[src/rtl/sipo.sv]
// Serial-in parallel-out deserializer feeding a transparent word latch.
// Collects WIDTH bits per word and emits the word with a one-cycle le pulse.
module sipo #(
  parameter int WIDTH     = 8,
  parameter bit MSB_FIRST = 1'b1,
  parameter int CW        = $clog2(WIDTH)
) (
  input  logic             clk,
  input  logic             rst_n,
  input  logic             sdi,
  input  logic             sdi_en,
  input  logic             clr,
  output logic [WIDTH-1:0] data,
  output logic             le,
  output logic [CW-1:0]    count,
  output logic             busy
);

  logic [WIDTH-1:0] sr_q,    sr_d;
  logic [CW-1:0]    count_q, count_d;
  logic [WIDTH-1:0] data_q,  data_d;
  logic             le_q,    le_d;
  logic [WIDTH-1:0] sr_next_s;
  logic             last_s;

  // Shift direction decides which end of the word the first bit ends up in.
  always_comb begin
    if (MSB_FIRST) begin
      sr_next_s = {sr_q[WIDTH-2:0], sdi};
    end else begin
      sr_next_s = {sdi, sr_q[WIDTH-1:1]};
    end
    last_s = (count_q == CW'(WIDTH - 1));
  end

  // Next-state logic: clr beats sdi_en; le only rises on a word-complete edge.
  always_comb begin
    sr_d    = sr_q;
    count_d = count_q;
    data_d  = data_q;
    le_d    = 1'b0;
    if (clr) begin
      sr_d    = {WIDTH{1'b0}};
      count_d = {CW{1'b0}};
    end else if (sdi_en) begin
      sr_d = sr_next_s;
      if (last_s) begin
        count_d = {CW{1'b0}};
        data_d  = sr_next_s;
        le_d    = 1'b1;
      end else begin
        count_d = count_q + CW'(1);
      end
    end else begin
      sr_d    = sr_q;
      count_d = count_q;
    end
  end

  // State registers with synchronous active-low reset.
  always_ff @(posedge clk) begin
    if (!rst_n) begin
      sr_q    <= {WIDTH{1'b0}};
      count_q <= {CW{1'b0}};
      data_q  <= {WIDTH{1'b0}};
      le_q    <= 1'b0;
    end else begin
      sr_q    <= sr_d;
      count_q <= count_d;
      data_q  <= data_d;
      le_q    <= le_d;
    end
  end

  assign data  = data_q;
  assign le    = le_q;
  assign count = count_q;
  assign busy  = (count_q != {CW{1'b0}});

endmodule

[config.mk]
export PLATFORM = sky130hd
export DESIGN_NAME = sipo
export DESIGN_NICKNAME = d
export VERILOG_FILES = /design/src/rtl/sipo.sv
export SDC_FILE = /design/constraint.sdc
export NUM_CORES = 1
export LEC_CHECK = 0
export ABC_CLOCK_PERIOD_IN_PS = 1600
export CAP_MARGIN = 10
export CORE_MARGIN = 5
export CORE_UTILIZATION = 50
export CTS_CLUSTER_SIZE = 16
export DETAILED_ROUTE_END_ITERATION = 16
export DONT_BUFFER_PORTS = 1
export SLEW_MARGIN = 20
export SYNTH_ARGS = -nofsm -noshare
export SYNTH_HDL_FRONTEND = slang
export SYNTH_SLANG_ARGS = --single-unit
[constraint.sdc]
create_clock -name clk -period 1.6 [get_ports clk]
set_clock_uncertainty 0.2 [all_clocks]
set_input_delay 0.32 -clock clk [delete_from_list [all_inputs] [get_ports clk]]
set_output_delay 0.32 -clock clk [all_outputs]
set_load 0.1 [all_outputs]
==> impl_metrics.ini, run 1 <==
[outcome]
status = complete, but fails checks
violations = negative setup slack

[synth]
synth_seq_cells = 19
ys_top_cells_by_count = dfxtp_1, mux2i_1, nand2_1
yosysWarnings = 0
synth-xor-area-share_pct = 0
synth_top_family_by_area = multiplexers
synth_fa_ha_area_share_pct = 4.85
yosys.area_share.simple_pct = 17.8
synth_area_leaders = dfxtp_1, mux2i_1, nand2_1
yosysTopAreaCell = dfxtp_1
yosysMostFrequentCell = dfxtp_1
synth_nets = 87
synthCells = 79
synth_edf_count = 0
async_reset_ff_share_pct = 0
avgSynthCellArea_um2 = 9.80
synth_top_cell_area_share_pct = 49.1
synth_area_um2 = 774
synth_cell_types = 13
seq_area_frac_synth_pct = 49.1
yosys_most_used_dff = dfxtp_1
synth_compound_area_share_pct = 0.646
synthMuxAreaShare_pct = 22.0

[setup_path]
rr_startpoint = count[0]
crit_required_ns = 1.08
worst-r2r-setup-slack_ns = -0.07
crit_fanout = 4
r2r-end = data[6]
path_class = reg2out
start_kind = flop
r2r_cells = 6
crit_path_end_kind = primary output
worstPathArrival_ns = 1.18

[clock_tree]
clk_pin_slew_ns = 0.10
clk_latency_ns = 0.29
cts_sinks = 19
cts_tree = done
clock_path_buffers = 2
htreeDepth = 1
clockRootBuffer = clkbuf_4
cts_made_buffers = 3

[worst_hold_path]
worstHoldPathCells = 2
hold_path_end = count[0]
worstHoldPathType = in2reg
worstHoldStart = sdi_en

[pwr]
leakagePower_nw = 0.416
powerDensity_nw_per_um2 = 774
peakVddDrop_v = 0.000642

[global_routing]
grt_antenna_before_repair = 0
grt_pass1_wl_um = 2570
grt_max_degree = 17
grt.total_usage_pct = 13.4
first_global_vias = 568
overflow = 0

[timing]
whs_ns = 0.0484
min_period_ns = 1.70
setup-violations-final = 10
hold_viol_final = 0
final_max_slew_viol_count = 0
fin_crit_sh_pct = 106
fmax_ghz = 0.587
tightest_slew_ns = 0.554
setup_ws_ns = -0.104
maxSlewHeadroom_pct = 63.1
rsz0062_at_grt = yes

[route]
routed_via_density = 4.92
vias = 556
dr.pass1.iters = 4
ant_nets = 0
routed_wl_um = 1500
drtIter0Drc = 6
post-route-drc-count = 0
wl_per_cell_um = 13.3

[layout]
postLayoutCoreUtil_pct = 68.2
diodes = 0
area_growth_syn_to_layout_pct = 31.0
drive_gt1_share_pct = 28.9
fin_nets = 106

[run]
maxCapViolCount = 0

[floorplan]
initial_core_util_pct = 52.0
num_rows = 14
die_x_um = 49.4
chipHeight_um = 49.4
ios = 18
dieArea_um2 = 2440
core_um2 = 1490

[place]
port_buffers = 0
place_congestion = 0.690
hpwl_um = 974
pre_cts_ws_ns = -0.0325
==> cells by family (layout without fill, tap and decap cells) <==
family	count (synthesis)	in the layout
compound gates	1	1
fa+ha+maj	3	3
buf+inv	7	25
flops	19	19
mux	17	17
simple gates	32	32
==> power by group <==
| part | internal [mW] | switching, mW |
|---|---|---|
| Clock | 0.0967 | 0.137 |
| Combinational | 0.0302 | 0.0482 |
| Sequential | 0.471 | 0.00235 |
| Total | 0.598 | 0.187 |
==> how the worst max path moves through the flow <==
stage	end	cells after the start	slack, ns	start
after floorplan	data[0]	5	0.003	count[1]
after global placement	data[6]	4	-0.02	count[1]
after detailed placement	data[0]	4	-0.03	count[1]
after global routing	busy	4	-0.16	count[0]
final	busy	4	-0.10	count[0]
after CTS	busy	4	-0.11	count[0]
==> placed cells by master, fill, tap and decap left out, drive strengths merged <==
cell type     synthesis  routed
mux2i                17      17
dlygate4sd3           0       2
or3b                  1       1
nand2                17      17
nor2                 10      10
buf                   5      16
a21oi                 1       1
dlymetal6s4s          0       1
inv                   2       2
nand2b                3       3
and3b                 1       1
ha                    3       3
clkbuf                0       4
dfxtp                19      19
==> final cells by class <==
cell class	instances	area, um^2
Sequential cell	19	392
Clock buffer	4	26.3
Timing Repair Buffer	19	173
Inverter	2	7.51
Tap cell	16	20.0
Multi-Input combinational cell	53	397
Fill cell	123	474
==> what timing repair did <==
| item | CTS | global route |
|---|---|---|
| endpoints found under the hold margin | 19 | 0 |
| resized for setup | 4 | 7 |
| pin swaps | 1 | 1 |
| buffers inserted | 1 | 2 |
| setup endpoints to repair | 9 | 14 |
| hold buffers | 3 | 0 |
==> metrics by stage <==
step	setup TNS (ns)	total power [mW]	cell area (um^2)	cells
floorplan	0	0.540	808	79
detailed placement	-0.185	0.533	890	103
global placement	-0.0387	0.533	890	103
CTS	-0.105	0.787	968	111
finish	-0.671	0.785	1010	113
global route	-1.22	0.830	1010	113
==> metal layers <==
metal | wire length (um) | up-vias | GRT usage [%]
li1 | - | 292 | -
met1 | 709 | 248 | 17.3
met2 | 665 | 14 | 19.1
met3 | 105 | 2 | 5.20
met4 | 18 | 0 | 6.73
met5 | 0 | - | 0
==> registers in the layout (all words and copies together), names as in the netlist <==
register and count:
sr_q 7, count 3, le 1, data 8
==> critical path, stage by stage, from the launching register on <==
cell and delay (ns):
dfxtp_4 0.36, buf_6 0.10, inv_2 0.04, ha_4 0.15, nand2b_4 0.25
Power figures use the tool's default switching activity.
==> inputs of run 2 (changes only) <==
--- a/config.mk
+++ b/config.mk
@@ -5,13 +5,14 @@
 export SDC_FILE = /design/constraint.sdc
 export NUM_CORES = 1
 export LEC_CHECK = 0
-export ABC_CLOCK_PERIOD_IN_PS = 1600
+export ABC_CLOCK_PERIOD_IN_PS = 1400
 export CAP_MARGIN = 10
 export CORE_MARGIN = 5
 export CORE_UTILIZATION = 50
 export CTS_CLUSTER_SIZE = 16
 export DETAILED_ROUTE_END_ITERATION = 16
 export DONT_BUFFER_PORTS = 1
+export PLACE_DENSITY = 0.68
 export SLEW_MARGIN = 20
 export SYNTH_ARGS = -nofsm -noshare
 export SYNTH_HDL_FRONTEND = slang
==> constraint.sdc (replaced) <==
create_clock -name clk -period 1.4 [get_ports clk]
set_clock_uncertainty 0.2 [all_clocks]
set_input_delay 0.28 -clock clk [delete_from_list [all_inputs] [get_ports clk]]
set_output_delay 0.28 -clock clk [all_outputs]
set_load 0.1 [all_outputs]
==> run 2 against run 1 <==
  * The run still ends with negative setup slack left
  * Global-route usage fell by 0.32 points
  * Routed wire length decreased by 6.3%
  * Total power increased by 15%
  * Sequential share of layout area decreased by 4.4 points
  * Combinational power increased by 6.4%
  * Via count decreased by 0.36%
  * Count of clock-buffer cells in the layout is the same
  * Setup slack worse by 0.15 ns
  * Die area is the same
  * First-iteration DRC count increased by 17%
  * Cell count did not move
  * Non-clock buffer count unchanged
  * Largest cell class unchanged
  * Largest power group unchanged
==> impl_metrics.ini, run 2 (synthesis gave the netlist of run 1 again) <==
[clock_tree]
clk_latency_ns = 0.29
htreeDepth = 1
cts_sinks = 19
clockRootBuffer = clkbuf_4
clock_path_buffers = 2
clk_pin_slew_ns = 0.11
cts_made_buffers = 3
cts_tree = done

[worst_hold_path]
worstHoldPathType = in2reg
hold_path_end = count[0]
worstHoldStart = rst_n
worstHoldPathCells = 2

[setup_path]
path_class = reg2out
worst-r2r-setup-slack_ns = -0.14
rr_startpoint = count[1]
crit_required_ns = 0.92
critPathTopFamily = flip-flops
slowest_delay_ns = 0.36
cp_cell_sequence = buf_6 > inv_4 > ha_4 > nand2b_4
crit_fanout = 2
start_kind = flop
crit_path_top_delay_cell = dfxtp_4
path_buf_inv = 2
r2r_cells = 5
worstPathArrival_ns = 1.17
r2r-end = data[2]
crit_path_end_kind = primary output
startpoint = count[1]

[place]
place_congestion = 0.722
hpwl_um = 986
pre_cts_ws_ns = -0.191
post_dp_cell_area_um2 = 1010
port_buffers = 0

[global_routing]
grt_pass1_wl_um = 2610
grt_antenna_before_repair = 0
grt.total_usage_pct = 13.1
overflow = 0
first_global_vias = 604
grt_max_degree = 17

[floorplan]
ios = 18
initial_core_util_pct = 52.0
chipHeight_um = 49.4
die_x_um = 49.4
num_rows = 14
dieArea_um2 = 2440
core_um2 = 1490

[pwr]
peakVddDrop_v = 0.000651
powerDensity_nw_per_um2 = 781
leakagePower_nw = 0.445
finalPower_uw = 900

[layout]
area_growth_syn_to_layout_pct = 48.6
fin_area_um2 = 1150
fin_nets = 106
drive_gt1_share_pct = 29.9
layout_common_cells = mux2i_1, nand2_1, dfxtp_1
postLayoutCoreUtil_pct = 77.3
nFillCells = 88
largest_reg_flops = 8
diodes = 0

[route]
vias = 554
ant_nets = 0
routed_wl_um = 1400
drtIter0Drc = 7
routed_via_density = 4.90
dr.pass1.iters = 4
wl_per_cell_um = 12.4
post-route-drc-count = 0

[timing]
rsz0062_at_grt = yes
final_max_slew_viol_count = 0
setup-violations-final = 11
fmax_ghz = 0.605
maxSlewHeadroom_pct = 59.2
tightest_slew_ns = 0.612
setup_ws_ns = -0.254
min_period_ns = 1.65
fin_crit_sh_pct = 118
tns_ns = -1.63
hold_viol_final = 0

[outcome]
status = complete, but fails checks
violations = negative setup slack

[run]
maxCapViolCount = 0
run 2: cell count changes in the layout (fill, tap and decap cells not counted), sizes merged:
cell	delta
buf	-1
dlygate4sd3	+1
run 2: stage by stage:
step	hold slack, ns	cells
4_1_cts	0.00530	112
6_report	0.182	113
3_5_place_dp	0.207	103
3_3_place_gp	0.207	103
2_1_floorplan	0.222	79
5_1_grt	0.206	113
run 2: how the worst max path moves through the flow:
stage                    to  slack [ns]  cells past startpoint
floorplan           data[0]       -0.18                      5
CTS                    busy       -0.26                      4
global placement    data[0]       -0.16                      4
finish                 busy       -0.25                      4
global route           busy       -0.31                      4
detailed placement  data[3]       -0.19                      4
run 2: report_power, final:
part / leakage (nW) / total [mW] / switching [mW] / internal [mW]
clock network: 0.0150 / 0.274 / 0.164 / 0.111
registers: 0.157 / 0.542 / 0.00323 / 0.539
logic: 0.273 / 0.0834 / 0.0531 / 0.0303
total: 0.445 / 0.900 / 0.220 / 0.680
run 2: cell type report:
type / count / area (um^2) / area share (%)
inverters: 2 / 10.0 / 0.870
repair buffers: 19 / 304 / 26.4
well taps: 16 / 20.0 / 1.74
multi-input cells: 53 / 397 / 34.5
clock buffers: 4 / 26.3 / 2.28
flip-flops and latches: 19 / 394 / 34.2
run 2: timing repair:
item,CTS,global route
endpoints found under the hold margin,19,1
pin swaps,1,0
gates resized for setup,11,6
endpoints found under the setup margin,13,25
setup buffers,2,0
hold buffers,3,1
run 2: routing by layer:
| metal | wire [um] | vias up | GRT usage, % |
|---|---|---|---|
| met5 | 0 | - | 0 |
| met3 | 68 | 0 | 3.67 |
| met1 | 626 | 252 | 16.7 |
| met4 | 0 | 0 | 4.04 |
| met2 | 709 | 10 | 21.0 |
| li1 | - | 292 | - |
==> inputs of run 3 (changes only) <==
--- a/config.mk
+++ b/config.mk
@@ -7,12 +7,14 @@
 export LEC_CHECK = 0
 export ABC_CLOCK_PERIOD_IN_PS = 1400
 export CAP_MARGIN = 10
+export CELL_PAD_IN_SITES_DETAIL_PLACEMENT = 0
+export CELL_PAD_IN_SITES_GLOBAL_PLACEMENT = 2
 export CORE_MARGIN = 5
-export CORE_UTILIZATION = 50
+export CORE_UTILIZATION = 32
 export CTS_CLUSTER_SIZE = 16
 export DETAILED_ROUTE_END_ITERATION = 16
 export DONT_BUFFER_PORTS = 1
-export PLACE_DENSITY = 0.68
+export PLACE_DENSITY_LB_ADDON = 0.1
 export SLEW_MARGIN = 20
 export SYNTH_ARGS = -nofsm -noshare
 export SYNTH_HDL_FRONTEND = slang
==> run 3 against run 2 <==
  * The flow still finishes with violations (negative setup slack)
  * Non-clock buffer count rose by 3
  * Global-route usage down 2.3 points
  * Critical path depth is the same
  * Sequential power barely moved
  * Cell area is 4.9% higher
  * Die area is 44% higher
  * Count of clock-buffer cells in the layout did not move
  * Critical path type unchanged
  * Largest power group unchanged
  * Highest routed layer is now met4
==> impl_metrics.ini, run 3 (synthesis gave the netlist of run 1 again) <==
[clock_tree]
clk_latency_ns = 0.29
cts_tree = done
clockRootBuffer = clkbuf_4
clock_path_buffers = 2
clk_pin_slew_ns = 0.10
cts_sinks = 19
htreeDepth = 1
cts_made_buffers = 3

[floorplan]
chipHeight_um = 59.2
die_x_um = 59.2
initial_core_util_pct = 34.4
dieArea_um2 = 3500
core_um2 = 2250
num_rows = 17
ios = 18

[setup_path]
endpoint = busy
slowest_delay_ns = 0.36
r2r-end = count[0]
path_class = reg2out
startpoint = count[0]
r2r_cells = 5
cp_cell_sequence = buf_6 > inv_4 > ha_4 > nand2b_4
worstPathArrival_ns = 1.18
cp_num_cells = 4
crit_fanout = 2
path_buf_inv = 2
rr_startpoint = count[1]
crit_required_ns = 0.92
worst-r2r-setup-slack_ns = -0.15
crit_path_end_kind = primary output
crit_path_top_delay_cell = dfxtp_4
start_kind = flop
critPathTopFamily = flip-flops

[route]
ant_nets = 0
post-route-drc-count = 0
wl_per_cell_um = 12.8
routed_via_density = 4.68
drtIter0Drc = 3
routed_wl_um = 1640
dr.pass1.iters = 2
vias = 599

[global_routing]
met3_usage_pct = 5.66
overflow = 0
first_global_vias = 617
grt_max_degree = 17
grt_antenna_before_repair = 0
grt_pass1_wl_um = 2800
gr-usage-met2_pct = 17.0
use_met1_pct = 12.6
grt.total_usage_pct = 10.7
busiest_layer = met2

[layout]
fin_nets = 109
drive_gt1_share_pct = 35.0
largest_reg_flops = 8
postLayoutCoreUtil_pct = 53.6
diodes = 0
area_growth_syn_to_layout_pct = 55.9
instances_no_fill = 128
layout_common_cells = mux2i_1, nand2_1, dfxtp_1

[worst_hold_path]
worstHoldPathType = in2reg
worstHoldStart = sdi_en

[timing]
rsz0062_at_grt = yes
min_period_ns = 1.66
whs_ns = 0.170
final_max_slew_viol_count = 0
setup_ws_ns = -0.263
hold_viol_final = 0
maxSlewHeadroom_pct = 58.4
fmax_ghz = 0.601
fin_crit_sh_pct = 119
tightest_slew_ns = 0.624
tns_ns = -1.28
setup-violations-final = 12

[place]
place_congestion = 0.620
port_buffers = 0
hpwl_um = 1080
place_inst = 116

[pwr]
peakVddDrop_v = 0.000734
powerDensity_nw_per_um2 = 754
leakagePower_nw = 0.461

[outcome]
violations = negative setup slack
status = complete, but fails checks

[run]
maxCapViolCount = 0
-- run 3: cell count changes in the layout (fill, tap and decap cells not counted), sizes merged --
| cell | before | now |
|---|---|---|
| buf | 15 | 18 |
-- run 3: repair_timing --
| action | CTS | global route |
|---|---|---|
| pin swaps | 2 | 1 |
| endpoints found under the hold margin | 19 | 1 |
| endpoints found under the setup margin | 13 | 26 |
| hold buffers | 3 | 1 |
| resized for setup | 17 | 8 |
| setup buffers | 4 | 1 |
-- run 3: report_power, final --
group / total [mW] / switching, mW / internal [mW]
Sequential: 0.541 / 0.00224 / 0.539
Clock: 0.272 / 0.161 / 0.111
Combinational: 0.0978 / 0.0595 / 0.0383
-- run 3: how the worst min path moves through the flow --
stage	to	slack, ns	cells after the start
detailed placement	le	0.20	2
floorplan	data[0]	0.22	2
global route	data[6]	0.14	2
CTS	count[0]	0.008	2
global placement	le	0.20	2
finish	data[6]	0.17	2
-- run 3: per-stage QoR --
step                      setup WS (ns)  total power, mW  cell area, um^2
after floorplan                  -0.179            0.617              818
after global placement           -0.193            0.611             1030
after detailed placement         -0.206            0.611             1030
after CTS                        -0.272            0.927             1180
after global routing             -0.327            0.976             1210
final                            -0.263            0.911             1210
-- run 3: per-layer routing --
metal | share of wire [%] | vias up
met1 | 43 | 288
li1 | - | 296
met4 | 0.85 | 0
met2 | 49 | 13
met3 | 7.0 | 2
met5 | 0 | -
-- run 3: final cells by class --
type / count / area [um^2]
clock buffers: 4 / 26.3
fillers: 226 / 1050
flip-flops and latches: 19 / 395
inverters: 2 / 12.5
multi-input cells: 53 / 403
well taps: 28 / 35.0
repair buffers: 22 / 335
-- run 3: worst reg2reg max path, cell delays in order (launching register included) --
cell and delay, ns:
dfxtp_4 0.36, buf_4 0.13, ha_4 0.15, ha_4 0.15
or3b_1 0.36, a21oi_2 0.12
